<file path="src/rtl/uart_tx_fifo.sv">
// uart_tx_fifo: RS232 transmitter fed by a write FIFO; bit period, data width,
// parity and stop bits are parameters. Queued words go out back-to-back.
module uart_tx_fifo #(
    parameter int CLOCK_BIT  = 868,
    parameter int DATA_BITS  = 8,
    parameter int PARITY     = 0,
    parameter int STOP_BITS  = 1,
    parameter int FIFO_DEPTH = 8
) (
    input  logic                             clock,
    input  logic                             reset,
    input  logic [DATA_BITS-1:0]             writedata,
    input  logic                             write,
    output logic                             full,
    output logic [$clog2(FIFO_DEPTH+1)-1:0]  level,
    output logic                             overflow,
    output logic                             active,
    output logic                             done,
    output logic                             tx
);
    localparam int AW = $clog2(FIFO_DEPTH);
    localparam int LW = $clog2(FIFO_DEPTH + 1);
    localparam logic [15:0] BIT_LAST   = 16'(CLOCK_BIT - 1);
    localparam logic [15:0] STOP_LAST  = 16'(CLOCK_BIT * STOP_BITS - 1);
    localparam logic [3:0]  DATA_LAST  = 4'(DATA_BITS - 1);
    localparam bit          USE_PARITY = (PARITY == 1) || (PARITY == 2);

    typedef enum logic [2:0] {ST_IDLE, ST_START, ST_DATA, ST_PARITY, ST_STOP} state_t;

    logic [DATA_BITS-1:0] mem [FIFO_DEPTH];
    logic [AW-1:0]        wr_ptr, rd_ptr;
    logic [LW-1:0]        count;
    logic                 push, pop;
    logic [DATA_BITS-1:0] head;

    state_t               state, state_n;
    logic [15:0]          cnt, cnt_n;
    logic [3:0]           bit_idx, bit_idx_n;
    logic [DATA_BITS-1:0] shift;
    logic                 shift_en, parity_bit, finish, finish_r, tx_c;

    assign full  = (count == LW'(FIFO_DEPTH));
    assign level = count;
    assign push  = write && (!full || pop);
    assign head  = mem[rd_ptr];

    always_ff @(posedge clock) begin
        if (push) mem[wr_ptr] <= writedata;
    end

    always_ff @(posedge clock or posedge reset) begin
        if (reset) begin
            wr_ptr   <= '0;
            rd_ptr   <= '0;
            count    <= '0;
            overflow <= 1'b0;
        end else begin
            if (push) wr_ptr <= wr_ptr + AW'(1);
            if (pop)  rd_ptr <= rd_ptr + AW'(1);
            if (push && !pop)      count <= count + LW'(1);
            else if (pop && !push) count <= count - LW'(1);
            overflow <= write && !push;
        end
    end

    always_comb begin
        state_n   = state;
        cnt_n     = cnt + 16'd1;
        bit_idx_n = bit_idx;
        pop       = 1'b0;
        shift_en  = 1'b0;
        finish    = 1'b0;
        tx_c      = 1'b1;
        case (state)
            ST_IDLE: begin
                cnt_n = '0;
                if (count != '0) begin
                    pop     = 1'b1;
                    state_n = ST_START;
                end
            end
            ST_START: begin
                tx_c = 1'b0;
                if (cnt == BIT_LAST) begin
                    cnt_n     = '0;
                    bit_idx_n = '0;
                    state_n   = ST_DATA;
                end
            end
            ST_DATA: begin
                tx_c = shift[0];
                if (cnt == BIT_LAST) begin
                    cnt_n    = '0;
                    shift_en = 1'b1;
                    if (bit_idx == DATA_LAST) state_n = USE_PARITY ? ST_PARITY : ST_STOP;
                    else                      bit_idx_n = bit_idx + 4'd1;
                end
            end
            ST_PARITY: begin
                tx_c = parity_bit;
                if (cnt == BIT_LAST) begin
                    cnt_n   = '0;
                    state_n = ST_STOP;
                end
            end
            ST_STOP: begin
                if (cnt == STOP_LAST) begin
                    cnt_n  = '0;
                    finish = 1'b1;
                    if (count != '0) begin
                        pop     = 1'b1;
                        state_n = ST_START;
                    end else begin
                        state_n = ST_IDLE;
                    end
                end
            end
            default: state_n = ST_IDLE;
        endcase
    end

    // Line outputs are registered from the state, so the pin trails the state
    // by one cycle; done is delayed twice to rise with the next start bit.
    always_ff @(posedge clock or posedge reset) begin
        if (reset) begin
            state      <= ST_IDLE;
            cnt        <= '0;
            bit_idx    <= '0;
            shift      <= '0;
            parity_bit <= 1'b0;
            finish_r   <= 1'b0;
            tx         <= 1'b1;
            active     <= 1'b0;
            done       <= 1'b0;
        end else begin
            state   <= state_n;
            cnt     <= cnt_n;
            bit_idx <= bit_idx_n;
            if (pop) begin
                shift      <= head;
                parity_bit <= (PARITY == 1) ? ~^head : ^head;
            end else if (shift_en) begin
                shift <= shift >> 1;
            end
            finish_r <= finish;
            done     <= finish_r;
            tx       <= tx_c;
            active   <= (state != ST_IDLE);
        end
    end
endmodule

</file>
<file path="config.mk">
export PLATFORM = sky130hd
export DESIGN_NAME = uart_tx_fifo
export DESIGN_NICKNAME = d
export VERILOG_FILES = /design/src/rtl/uart_tx_fifo.sv
export SDC_FILE = /design/constraint.sdc
export NUM_CORES = 1
export LEC_CHECK = 0
export CAP_MARGIN = 5
export CORE_MARGIN = 8
export CORE_UTILIZATION = 40
export DETAILED_ROUTE_END_ITERATION = 12
export HOLD_SLACK_MARGIN = 0.15
export SYNTH_ARGS = -nofsm -noshare
export SYNTH_HDL_FRONTEND = slang
export SYNTH_SLANG_ARGS = --single-unit
</file>
<file path="constraint.sdc">
create_clock -name clock -period 3.1 [get_ports clock]
set_clock_uncertainty 0.05 [all_clocks]
set_input_delay 0.465 -clock clock [delete_from_list [all_inputs] [get_ports clock]]
set_output_delay 0.465 -clock clock [all_outputs]
set_load 0.05 [all_outputs]
</file>
==> results of run 1 <==
[synthesized netlist by cell type (8+ instances only)]
cell type / number / area [sq um]
nor2_1: 34 / 127.6
xor2_1: 9 / 78.83
mux2i_1: 9 / 90.09
inv_1: 9 / 33.78
o21ai_0: 9 / 45.04
edfxtp_1: 64 / 1922
a21oi_1: 8 / 40.04
dfrtp_1: 46 / 1151
nand2_1: 28 / 105.1
mux4_1: 12 / 315.3
xnor2_1: 17 / 148.9
[logic make-up (layout without fill, tap and decap cells)]
group,count (synthesis),after routing
DFF,111,111
and+or+nand+nor,98,98
AOI/OAI and AO/OA,32,32
muxes,28,28
xor gates and xnor gates,26,26
buffers and inverters,19,73
adders and majority gates,8,8
[worst paths after layout]
path	start	to
max in group asynchronous	reset	tx$_DFF_PP1_
min in group asynchronous	reset	done$_DFF_PP0_
setup / recovery	cnt[0]$_DFF_PP0_	level[3]$_DFFE_PP0P_
hold / removal	finish_r$_DFF_PP0_	done$_DFF_PP0_
hold reg to reg	finish_r$_DFF_PP0_	done$_DFF_PP0_
setup reg to reg	cnt[0]$_DFF_PP0_	level[3]$_DFFE_PP0P_
[routing by layer]
metal | GRT usage [%] | part of all wire (%)
met1 | 13.88 | 45
met2 | 19.56 | 51
met3 | 3.272 | 2.8
met4 | 4.513 | 1.3
met5 | 0 | 0
[stage by stage]
| step | setup TNS, ns | std cells | utilization [%] | total power (W) |
|---|---|---|---|---|
| floorplan | 0 | 322 | - | 0.002306 |
| global placement | 0 | 503 | 44.46 | 0.002555 |
| detailed placement | 0 | 503 | 44.46 | 0.002571 |
| CTS | 0 | 519 | 47.04 | 0.003712 |
| global route | -0.008934 | 523 | 47.48 | 0.003848 |
| finish | 0 | 523 | 47.48 | 0.003672 |
[state kept, by name, indices dropped and copies added (netlist names)]
| register | flops |
|---|---|
| done | 1 |
| parity_bit | 1 |
| cnt | 16 |
| mem | 64 |
| active | 1 |
| finish_r | 1 |
| bit_idx | 4 |
| tx | 1 |
| overflow | 1 |
| rd_ptr | 3 |
| state | 3 |
| shift | 8 |
| level | 4 |
| wr_ptr | 3 |
[report_power, final]
part / switching (W) / internal (W) / total (W)
clock network: 0.000559 / 0.000571 / 0.00113
registers: 0.0000983 / 0.00175 / 0.00184
logic: 0.000399 / 0.000299 / 0.000698
[what timing repair did]
| item | in CTS | in global routing |
|---|---|---|
| hold buffers | 0 | 0 |
| resized for setup | 2 | 6 |
| pin swaps | 0 | 3 |
| endpoints found under the setup margin | 1 | 1 |
| setup buffers | 0 | 4 |
[layout make-up]
class                   count  area [sq um]
well taps                 147         183.9
clock buffers               9         225.2
inverters                  11         41.29
multi-input cells         192          1592
clock inverters             7         71.32
fillers                  1031          6203
repair buffers             46         392.9
flip-flops and latches    111          3102
==> results.cfg, run 1 <==
[floorplan]
ioPinCount = 20
core_area_sq_um = 11810
initial_core_util_pct = 40.36
die_area_sq_um = 15670
chipWidth_microns = 125.2
rows = 40
chipHeight_microns = 125.2

[clock_network]
clkSlewWorstSetupHoldPaths_ns = 0.08
clk_latency_ns = 0.35
cts_tree = done
cts_root_buf = clkbuf_16
htree_levels = 3
cts_buffers = 9
clkSinkCount = 111
cts_buffer_depth = 2

[setup_path]
start_kind = flip-flop
crit_chain = ha_4 > nor4b_2 > nand4_1 > and2_4 > nor2_2 > inv_2 > nand2_1 > nand2_1 > inv_2 > ha_2 > inv_1 > ha_1 > a21o_1 > a21oi_2 > xnor2_1 > nor2_1 > xor2_1
crit_family = simple AND/OR/NAND/NOR gates
cp.required_ns = 3.29
worst-path-buf-inv = 3
regToRegSetupSlack_ns = 0.20
critPathMaxStageDelay_ns = 0.43
crit_fanout = 4
worstPathArrival_ns = 3.09
rr_worst_depth = 17
path_depth = 17
endpoint_kind = flip-flop
critical_path.slowest_cell = dfrtp_1
worstSetupPathType = reg2reg

[final_layout]
drive_gt1_share_pct = 17.29
syn_to_final_growth_pct = 17.64
nets = 390
mostFrequentLayoutCell = edfxtp_1
mostFrequentLayoutCells = 64 x edfxtp_1, 44 x dfrtp_1, 33 x nor2_1, 28 x nand2_1, 27 x buf_4
diodes = 0
finalInstanceArea_sq_um = 5608

[power_and_ir_drop]
vdd_ir_drop_max_mv = 0.4281
pwr_density_cell_nw_per_um2 = 654.8
p_leak_nw = 2.124

[detailed_routing]
wl_per_cell_microns = 16.50
drt_iter0_markers = 143
via_per_inst = 5.117
drc = 0
vias = 2676
drt-total-wl_microns = 8628
first_pass_iters = 4
detail-route-antenna-nets = 0

[sta]
finalHoldViolCount = 0
tightest_slew_ns = 0.5961
period_share_pct = 93.58
finalSetupViolations = 0
fin_hold_ws_ns = 0.3042
drv_slew = 0
max_freq_ghz = 0.3447
fin_crit_ns = 2.901
setup_ws_ns = 0.1989
maxSlewHeadroom_pct = 59.74

[synth]
synthSimpleGateAreaFrac_pct = 9.528
synth_top_family_by_area = multiplexers
ys_async_sr_fraction_pct = 42.34
syn_area_per_cell_sq_um = 14.80
synth_compound_area_share_pct = 4.646
synthesis.nets = 341
synth_fa_ha_area_share_pct = 2.257
synth_xor_area_share_pct = 4.777
yosysWarnings = 0
synth_edf_count = 64
synth_area_sq_um = 4767
ys_ff_latch = 111
synth_seq_area_share_pct = 65.01
syn_inst = 322
synth_mux_area_share_pct = 11.10
synthFlopType = edfxtp_1
synth.distinct_cells = 45

[place]
dpl_cell_area_sq_um = 5251
dpl_worst_slack_ns = 0.008655
place.gp.congestion = 0.7252
io_buffers = 19
hpwl_microns = 5721

[global_routing]
grt_pass1_vias = 2770
antenna_found_initial = 0
grt_max_degree = 27
grt.total_usage_pct = 11.64
grt_overflow = 0
grt_pass1_wl_microns = 14230

[min_path]
min_path_type = reg2reg
holdPathStages = 0

[status]
status = complete, no violations

[run]
drv_cap = 0
No activity file was read; power rests on OpenSTA's default activity.
==> run 2, diff against run 1 <==
- SLEW_MARGIN: not set -> 20
==> results of run 2 <==
Final layout, timing and power as in run 1 (identical DEF).
==> run 3, diff against run 2 <==
- SETUP_SLACK_MARGIN: not set -> 0.15
==> run 3 against run 2 <==
Compared with the run above: clock power rose by 6%; via count is 0.26% lower; register-to-register slack gained 0.06 ns; wire length increased by 0.22%; combinational power fell by 3.9%; die area unchanged; hold slack worse by 0.0036 ns; clock-buffer cell count unchanged; sequential power is essentially flat; first-iteration DRC count increased by 22%; setup slack better by 0.064 ns; maximum frequency is 2.3% higher; critical path type unchanged; critical endpoint unchanged; highest routed layer unchanged.
==> results.cfg, run 3 (synthesis gave the netlist of run 1 again) <==
[final_layout]
finalInstanceArea_sq_um = 5633
reg_top3 = mem: 64 flops, cnt: 16 flops, shift: 8 flops
syn_to_final_growth_pct = 18.16
ff_latch_area_sq_um = 3104
drive_gt1_share_pct = 17.79
mostFrequentLayoutCells = 64 x edfxtp_1, 42 x dfrtp_1, 33 x nor2_1, 26 x nand2_1, 22 x buf_4
diodes = 0
nFillCells = 1026
multi_input_area_sq_um = 1638
regMostFlops = mem
largest_reg_flops = 64
mostFrequentLayoutCell = edfxtp_1
nets = 385

[detailed_routing]
detail-route-antenna-nets = 0
wl_per_cell_microns = 16.69
drc = 0
drt-total-wl_microns = 8647
via_per_inst = 5.153
first_pass_iters = 4
drt_iter0_markers = 175
vias = 2669

[clock_network]
cts_buffer_depth = 2
clkSinkCount = 111
clkSlewWorstSetupHoldPaths_ns = 0.07
cts_buffers = 9
cts_root_buf = clkbuf_16
cts_tree = done
htree_levels = 3
clk_latency_ns = 0.36

[global_routing]
antenna_found_initial = 0
grt.total_usage_pct = 11.74
met3_usage_pct = 4.207
grt_pass1_vias = 2757
grt_max_degree = 22
grt_pass1_wl_microns = 14240
grt_overflow = 0
grt.met1_usage_pct = 14.20
busiest_layer = met2
use_met2_pct = 18.86

[power_and_ir_drop]
p_leak_nw = 2.117
vdd_ir_drop_max_mv = 0.4378
pwr_density_cell_nw_per_um2 = 663.5

[status]
status = complete, no violations

[sta]
grt_setup_unrepaired = no
drv_slew = 0
tightest_slew_ns = 0.5793
timing.setup.tns_ns = 0
fin_crit_ns = 2.837
maxSlewHeadroom_pct = 61.38
period_share_pct = 91.51
finalHoldViolCount = 0
finalSetupViolations = 0
max_freq_ghz = 0.3525

[setup_path]
endpoint_kind = flip-flop
start_kind = flip-flop
worstPathArrival_ns = 3.03
cp.required_ns = 3.29
crit_fanout = 5
worstSetupPathType = reg2reg

[min_path]
min_path_type = reg2reg

[place]
hpwl_microns = 5701
io_buffers = 19
place.gp.congestion = 0.7473
dpl_cell_area_sq_um = 5251

[floorplan]
chipWidth_microns = 125.2
die_area_sq_um = 15670
initial_core_util_pct = 40.36
rows = 40
ioPinCount = 20
chipHeight_microns = 125.2
core_area_sq_um = 11810

[run]
drv_cap = 0
==> run 3: changes by cell type in the layout (fill, tap and decap cells not counted), sizes merged <==
cell      change
clkinvlp      -1
buf           -5
inv           +1
clkinv        -1
bufinv        +1
==> run 3: power breakdown <==
part / leakage, nW / total, W / switching (W) / internal (W)
sequential: 1.17 / 0.00187 / 0.000121 / 0.00175
combinational: 0.797 / 0.000671 / 0.000383 / 0.000288
clock: 0.152 / 0.00120 / 0.000553 / 0.000644
==> run 3: critical path: stages, from the launching register on <==
cell and delay [ns]:
dfrtp_1 0.37, ha_2 0.20, nor4b_4 0.21, nand4_1 0.15
and2_4 0.19, nor2_4 0.11, inv_2 0.05, nand2_2 0.07
nand2_4 0.07, inv_4 0.10, ha_4 0.14, inv_2 0.05
ha_1 0.26, a21o_1 0.19, a21oi_2 0.14, xnor2_1 0.13
nor2_1 0.07, xor2_1 0.15
==> run 3: final timing paths <==
path                                          from              endpoint  slack [ns]  cells after the start
worst min-delay path            finish_r$_DFF_PP0_        done$_DFF_PP0_        0.30                      0
worst min register to register  finish_r$_DFF_PP0_        done$_DFF_PP0_        0.30                      0
worst max-delay path              cnt[1]$_DFF_PP0_  level[3]$_DFFE_PP0P_        0.26                     17
worst max register to register    cnt[1]$_DFF_PP0_  level[3]$_DFFE_PP0P_        0.26                     17
max in group asynchronous                    reset  level[1]$_DFFE_PP0P_        2.03                      3
min in group asynchronous                    reset    overflow$_DFF_PP0_        0.39                      2
==> run 3: stage by stage <==
stage | hold slack, ns | setup slack (ns) | total power, W | utilization (%) | instances
after floorplan | 0.2812 | 0.1561 | 0.002315 | - | 322
after detailed placement | 0.2847 | 0.02987 | 0.002567 | 44.46 | 501
after global routing | 0.3128 | 0.09181 | 0.003906 | 47.69 | 518
final | 0.3006 | 0.2632 | 0.003738 | 47.69 | 518
after global placement | 0.2836 | 0.1061 | 0.002552 | 44.46 | 501
after CTS | 0.3017 | 0.1591 | 0.003767 | 47.28 | 518
==> run 3: per-layer routing <==
layer / part of all wire (%) / vias up
met2: 49 / 41
li1: - / 1288
met5: 0 / -
met3: 4.0 / 9
met4: 1.8 / 0
met1: 46 / 1331
==> run 3: timing repair <==
action                                  CTS  global route
endpoints found under the setup margin    1             1
gates resized for setup                   4             9
pin swaps                                 1             5
setup buffers                             1             0
hold buffers                              0             0
==> run 3: final cells by class <==
class                           count  area share [%]
Inverter                           11          0.7774
Timing Repair Buffer               41           6.308
Clock inverter                      7           1.466
Tap cell                          147           3.265
Multi-Input combinational cell    192           29.08
Sequential cell                   111           55.11
Clock buffer                        9           3.998
